===== src/rtl/ascon_blk_buffer.sv =====
// ascon_blk_buffer: WB-loaded message buffer streaming padded ASCON rate blocks with in-place ciphertext writeback
module ascon_blk_buffer #(
   parameter int WB_W  = 32,
   parameter int BLK_W = 64,
   parameter int DEPTH = 32,
   parameter int LEN_W = 8,
   localparam int AW   = $clog2(DEPTH)
) (
   input  logic             clk,
   input  logic             nRST,
   input  logic             wb_we,
   input  logic             wb_re,
   input  logic [AW-1:0]    wb_addr,
   input  logic [WB_W-1:0]  wb_wdata,
   output logic [WB_W-1:0]  wb_rdata,
   output logic             wb_rvalid,
   input  logic             start,
   input  logic             ct_mode,
   input  logic [LEN_W-1:0] datalen,
   output logic             blk_valid,
   input  logic             blk_ready,
   output logic [BLK_W-1:0] blk_data,
   output logic [3:0]       blocksize,
   output logic             blk_last,
   input  logic             ct_valid,
   input  logic [BLK_W-1:0] ct_data,
   output logic             ct_ready,
   output logic             busy,
   output logic             done,
   output logic             err
);
   localparam int RATIO = BLK_W / WB_W;
   localparam int BPB   = BLK_W / 8;
   localparam int CW    = $clog2(RATIO + 1);
   localparam logic [LEN_W:0]   MAX_LEN = (LEN_W + 1)'((DEPTH / RATIO) * BPB - 1);
   localparam logic [LEN_W-1:0] BPB_L   = LEN_W'(BPB);

   typedef enum logic [2:0] {IDLE, FETCH, OFFER, WAIT_CT, WB_CT, DONE} state_t;
   state_t state, state_n;

   logic [WB_W-1:0]  mem [DEPTH];
   logic [WB_W-1:0]  rd_q, wr_data;
   logic [AW-1:0]    ptr, rd_addr, wr_addr;
   logic [CW-1:0]    cnt;
   logic [LEN_W-1:0] remaining;
   logic [BLK_W-1:0] blk_reg;
   logic [3:0]       size_q, bs;
   logic             last_q, last, ct_m, rd_idle, idle, over, accept, we, fetch_end, wb_end;

   // Keeps the leading n bytes (big-endian order) and zeroes the rest.
   function automatic logic [BLK_W-1:0] keep_bytes(input logic [BLK_W-1:0] d, input logic [3:0] n);
      logic [BLK_W-1:0] r;
      r = d;
      for (int i = 0; i < BPB; i++)
         if (i >= int'(n)) r[BLK_W-1-8*i -: 8] = '0;
      return r;
   endfunction

   assign idle      = state == IDLE;
   assign over      = {1'b0, datalen} > MAX_LEN;
   assign bs        = remaining >= BPB_L ? 4'(BPB) : remaining[3:0];
   assign last      = remaining < BPB_L;
   assign accept    = state == OFFER && blk_ready;
   assign fetch_end = cnt == CW'(RATIO);
   assign wb_end    = cnt == CW'(RATIO - 1);
   assign rd_addr   = state == FETCH ? ptr + AW'(cnt) : wb_addr;
   assign we        = (idle && wb_we) || state == WB_CT;
   assign wr_addr   = state == WB_CT ? ptr + AW'(cnt) : wb_addr;
   assign wr_data   = state == WB_CT ? blk_reg[BLK_W-1-int'(cnt)*WB_W -: WB_W] : wb_wdata;

   assign blk_valid = state == OFFER;
   assign blk_data  = blk_valid ? keep_bytes(blk_reg, bs) : '0;
   assign blocksize = blk_valid ? bs : '0;
   assign blk_last  = blk_valid && last;
   assign ct_ready  = state == WAIT_CT;
   assign busy      = !idle && state != DONE;
   assign done      = state == DONE;
   assign wb_rdata  = wb_rvalid && rd_idle ? rd_q : '0;

   // Single-write single-read array with registered read; a same-cycle write is not seen by the read.
   always_ff @(posedge clk) begin
      if (we) mem[wr_addr] <= wr_data;
      rd_q <= mem[rd_addr];
   end

   // State register.
   always_ff @(posedge clk or negedge nRST)
      if (!nRST) state <= IDLE;
      else state <= state_n;

   // Next-state logic.
   always_comb begin
      state_n = state;
      case (state)
         IDLE:    state_n = start && !over ? FETCH : IDLE;
         FETCH:   state_n = fetch_end ? OFFER : FETCH;
         OFFER:   state_n = !blk_ready ? OFFER : ct_m ? WAIT_CT : last ? DONE : FETCH;
         WAIT_CT: state_n = ct_valid ? WB_CT : WAIT_CT;
         WB_CT:   state_n = !wb_end ? WB_CT : last_q ? DONE : FETCH;
         default: state_n = IDLE;
      endcase
   end

   // Block assembly, length bookkeeping, ciphertext capture and WB read status.
   always_ff @(posedge clk or negedge nRST)
      if (!nRST) begin
         err       <= 1'b0;
         wb_rvalid <= 1'b0;
         rd_idle   <= 1'b0;
         cnt       <= '0;
         ptr       <= '0;
         remaining <= '0;
         blk_reg   <= '0;
         size_q    <= '0;
         last_q    <= 1'b0;
         ct_m      <= 1'b0;
      end else begin
         err       <= idle && start && over;
         wb_rvalid <= wb_re;
         rd_idle   <= idle;
         cnt       <= (state == FETCH && !fetch_end) || (state == WB_CT && !wb_end) ? cnt + 1'b1 : '0;
         if (idle && start && !over) begin
            remaining <= datalen;
            ct_m      <= ct_mode;
            ptr       <= '0;
         end
         if (state == FETCH && cnt != '0) blk_reg[BLK_W-1-(int'(cnt)-1)*WB_W -: WB_W] <= rd_q;
         if (accept) begin
            remaining <= remaining - LEN_W'(bs);
            size_q    <= bs;
            last_q    <= last;
         end
         if ((accept && !ct_m) || (state == WB_CT && wb_end)) ptr <= ptr + AW'(RATIO);
         if (state == WAIT_CT && ct_valid) blk_reg <= keep_bytes(ct_data, size_q);
      end
endmodule


===== config.mk =====
export PLATFORM = sky130hd
export DESIGN_NAME = ascon_blk_buffer
export DESIGN_NICKNAME = d
export VERILOG_FILES = /design/src/rtl/ascon_blk_buffer.sv
export SDC_FILE = /design/constraint.sdc
export NUM_CORES = 1
export LEC_CHECK = 0
export ABC_AREA = 1
export CELL_PAD_IN_SITES_DETAIL_PLACEMENT = 1
export CELL_PAD_IN_SITES_GLOBAL_PLACEMENT = 1
export CORE_MARGIN = 2
export CORE_UTILIZATION = 44
export CTS_CLUSTER_DIAMETER = 100
export DETAILED_ROUTE_END_ITERATION = 10
export PLACE_DENSITY_LB_ADDON = 0.12
export SLEW_MARGIN = 20
export SYNTH_ARGS = -nofsm -noshare
export SYNTH_HDL_FRONTEND = slang
export SYNTH_SLANG_ARGS = --single-unit

===== constraint.sdc =====
create_clock -name clk -period 3.5 [get_ports clk]
set_clock_uncertainty 0.2 [all_clocks]
set_input_delay 0.35 -clock clk [delete_from_list [all_inputs] [get_ports clk]]
set_output_delay 0.35 -clock clk [all_outputs]
set_load 0.02 [all_outputs]

==> impl_metrics.py <==
metrics = {
    "setup_path": {
        "cpLargestDelayFamily": "simple AND/OR/NAND/NOR gates",
        "cp.required_ns": 2.95,
        "arrival_ns": 2.86,
        "crit_slowest_cell": "clkdlybuf4s50_1",
        "path_cells": "or2_1, nor2_2, nand2_2, buf_4, nand2_2, nor2_1, clkdlybuf4s50_1",
        "crit_top_cell": "nand2_2",
        "path_buf_inv": 2,
        "cp_max_fo": 9,
        "reg2reg_slack_ns": 0.19,
        "cp-start-kind": "flop",
        "cp-end-kind": "output pin",
        "timing.rr.end": "mem[2][21]$_DFFE_PP_",
        "slowest_delay_ns": 0.63,
        "crit_type": "flop to output pin",
        "crit_cells": 7,
        "r2r-start": "ptr[1]$_DFFE_PN0P_",
        "reg2reg_depth": 11,
    },
    "synth": {
        "yosys.area_share.simple_pct": 22.98,
        "synth_edf_count": 1024,
        "synth_nets": 5257,
        "synthAdderAreaFrac_pct": 0.1695,
        "synth_ff_type": "edfxtp_1",
        "synthArstFlopShare_pct": 7.853,
        "yosysWarnings": 0,
        "yosysTopAreaCellShare_pct": 59.51,
        "syn_avg_cell_area_um2": 10.07,
        "synthTopCellsByArea": "edfxtp_1 60%, nand3_1 9.4%, nand2_1 7.9%",
        "synth_cell_type_count": 42,
        "syn_area_um2": 51670,
        "synth_top_family_by_area": "simple AND/OR/NAND/NOR gates",
        "ys_seq_area_share_pct": 65.11,
        "synth_xor_area_share_pct": 0.05085,
        "yosysTopAreaCell": "edfxtp_1",
        "synth.area.mux_share_pct": 0,
        "synth_compound_area_share_pct": 2.531,
        "synth_seq_cells": 1146,
        "syn_inst": 5133,
    },
    "power": {
        "p_switching_mw": 21.81,
        "p_clk_share_pct": 25.1,
        "p_int_mw": 29.86,
        "power.share.combinational_pct": 42.4,
        "power-per-cell-area_nw_per_um2": 835.2,
        "leakagePower_nw": 25.14,
        "p_sw_share_pct": 42.21,
        "ir_worst_vdd_mv": 1.046,
        "seqPwrFrac_pct": 32.5,
    },
    "hold_path": {
        "min_from": "ct_data[22]",
        "min_path_cells": 5,
        "hp-class": "primary input to flop",
        "min_to": "blk_reg[22]$_DFFE_PN0P_",
    },
    "cts": {
        "clk_latency_ns": 0.73,
        "cts_buffer_depth": 3,
        "cts_buffers": 121,
        "cts_max_level": 3,
        "root_buffer": "clkbuf_16",
        "cts_sinks": 1146,
        "clkTransAtPathRegs_ns": 0.06,
        "cts_tree": "built",
    },
    "route": {
        "firstDrtPassIters": 5,
        "remaining_drc_errors": 0,
        "wirelength_um": 183100,
        "drtIter0Drc": 3786,
        "vias": 39340,
        "routedWlPerCell_um": 26.05,
        "antenna_left": 0,
        "viasPerCell": 5.597,
    },
    "sta": {
        "rsz0062_at_grt": "no",
        "max-slew-margin-rel_pct": 21.49,
        "setup_viol": 0,
        "finalSetupTns_ns": 0,
        "fin_hold_ws_ns": 0.1101,
        "fmax_mhz": 293.3,
        "finalCritPeriodShare_pct": 97.43,
        "worst_slew_pin_slew_ns": 1.173,
        "drv_slew": 0,
        "hold_violations": 0,
        "post-route-min-period_ns": 3.410,
    },
    "die": {
        "start_util_pct": 44.40,
        "num_io_pins": 224,
        "dieArea_um2": 120200,
        "die_w_um": 346.7,
        "core-area_um2": 116400,
        "rows": 125,
        "die_y_um": 346.7,
    },
    "placement": {
        "gp_congestion": 0.8665,
        "dp_hpwl_um": 108000,
        "portBuffers": 223,
    },
    "grt": {
        "grt_pass1_vias": 40010,
        "grt_remaining_overflow": 0,
        "grt_pass1_wl_um": 268600,
        "grt_max_degree": 129,
        "antenna_found_initial": 10,
        "grt_use_total_pct": 30.13,
    },
    "final_layout": {
        "fill_cells": 12560,
        "seqCellArea_um2": 33640,
        "largest_reg_flops": 1024,
        "layout.nets": 5520,
        "multi_input_area_um2": 13870,
        "layout-drive-gt1-share_pct": 8.689,
        "area_growth_pct": 19.75,
        "final_util_pct": 53.17,
    },
    "flow_run": {
        "maxCapViolCount": 0,
    },
    "run_status": {
        "status": "complete, no violations",
    },
}
==> metrics by stage <==
| step | cell area [um^2] | power (mW) | worst slack [ns] | std cells |
|---|---|---|---|---|
| detailed placement | 57430 | 38.63 | -0.09862 | 6761 |
| finish | 61870 | 51.67 | 0.08994 | 7028 |
| floorplan | 51670 | 29.64 | -0.007483 | 5133 |
| global placement | 57400 | 38.19 | -0.1229 | 6760 |
| global route | 61870 | 54.24 | 0.009109 | 7028 |
| CTS | 61620 | 51.71 | -0.01176 | 7009 |
==> cell usage in the layout, fill, tap and decap left out, types with 3 or more instances in the layout <==
master / synthesis / final
clkinvlp_4: 0 / 3
nor3_1: 59 / 57
nand3_1: 974 / 974
bufinv_16: 0 / 13
nor3_2: 2 / 3
nand2_1: 1083 / 1078
clkbuf_8: 0 / 3
inv_2: 3 / 3
nand4_1: 3 / 3
edfxtp_1: 1024 / 1024
o21ai_4: 0 / 17
o22ai_1: 28 / 28
clkdlybuf4s50_1: 0 / 192
nor2_4: 0 / 32
clkinv_2: 0 / 19
nand3b_1: 288 / 288
buf_12: 0 / 89
a21oi_1: 6 / 6
nor2_1: 107 / 74
nor2_2: 2 / 3
o21ai_1: 7 / 3
dlygate4sd2_1: 0 / 27
buf_4: 1 / 123
dfxtp_1: 32 / 32
o211ai_1: 6 / 6
clkinv_1: 1 / 28
dlygate4sd3_1: 0 / 4
o21ai_2: 2 / 21
clkbuf_1: 148 / 37
ha_1: 7 / 7
nand2_2: 0 / 3
buf_16: 0 / 3
o21ai_0: 171 / 139
clkbuf_16: 0 / 122
a31oi_1: 3 / 3
inv_1: 910 / 907
diode_2: 0 / 3
dlymetal6s2s_1: 0 / 3
o32ai_1: 3 / 3
dfrtp_1: 90 / 89
==> metal layers <==
| layer | track usage (%) | vias to the layer above | wire length, um |
|---|---|---|---|
| li1 | - | 17550 | - |
| met1 | 41.55 | 20000 | 77580 |
| met2 | 49.26 | 1504 | 87310 |
| met3 | 4.061 | 288 | 12560 |
| met4 | 10.11 | 0 | 5626 |
| met5 | 0 | - | 0 |
==> synthesized netlist by cell type (3+ instances only) <==
library cell,number
a31oi_1,3
dfrtp_1,90
nand3_1,974
nand4_1,3
inv_1,910
edfxtp_1,1024
o21ai_0,171
clkbuf_1,148
nand3b_1,288
o32ai_1,3
buf_1,34
ha_1,7
nor3_1,59
a21oi_1,6
buf_2,121
o22ai_1,28
nand2_1,1083
o21ai_1,7
inv_2,3
dfxtp_1,32
nor2_1,107
o211ai_1,6
==> worst max-delay path by stage <==
stage | start | to
after CTS | remaining[4]$_DFFE_PN0P_ | blk_data[59]
after floorplan | state[0]$_DFF_PN0_ | mem[14][0]$_DFFE_PP_
after global routing | state[0]$_DFF_PN0_ | mem[2][19]$_DFFE_PP_
after global placement | state[0]$_DFF_PN0_ | mem[25][26]$_DFFE_PP_
final | remaining[4]$_DFFE_PN0P_ | blk_data[7]
after detailed placement | ptr[1]$_DFFE_PN0P_ | mem[3][20]$_DFFE_PP_
==> worst reg2reg max path: cells and delay by family, from the launching register on <==
family / cells / cell delay, ns
compound gates: 1 / 0.19
xor+xnor: 1 / 0.30
fa+ha+maj: 1 / 0.23
buf+inv: 3 / 0.53
simple gates: 5 / 1.14
flops: 1 / 0.43
==> layout make-up <==
class / instances / share of cell area (%)
sequential: 1146 / 54.38
clock buffer: 162 / 5.225
tap: 1524 / 3.082
clock inverter: 66 / 1.149
inverter: 914 / 5.555
timing repair buffer: 444 / 8.186
antenna: 3 / 0.01213
multi-input combinational: 2769 / 22.41
==> cells by family after synthesis <==
logic type / Yosys count
DFF: 1146
AOI/OAI and AO/OA: 237
xor gates and xnor gates: 3
and+or+nand+nor: 2521
other: 1
adders and majority gates: 7
buffers and inverters: 1218
==> power groups by stage <==
| stage | registers, mW | clock network (mW) | logic [mW] |
|---|---|---|---|
| after CTS | 16.8 | 13.1 | 21.8 |
| after global placement | 17.0 | 0 | 21.2 |
| after global routing | 16.8 | 13.6 | 23.8 |
| after floorplan | 16.6 | 0 | 13.0 |
| final | 16.8 | 13.0 | 21.9 |
| after detailed placement | 17.1 | 0 | 21.6 |
==> repair_timing <==
action,CTS,global route
pin swaps,6,6
resized for setup,33,6
endpoints found under the hold margin,62,0
hold buffers,4,0
buffers inserted,16,12
setup endpoints to repair,116,152
No activity file was read; power rests on OpenSTA's default activity.
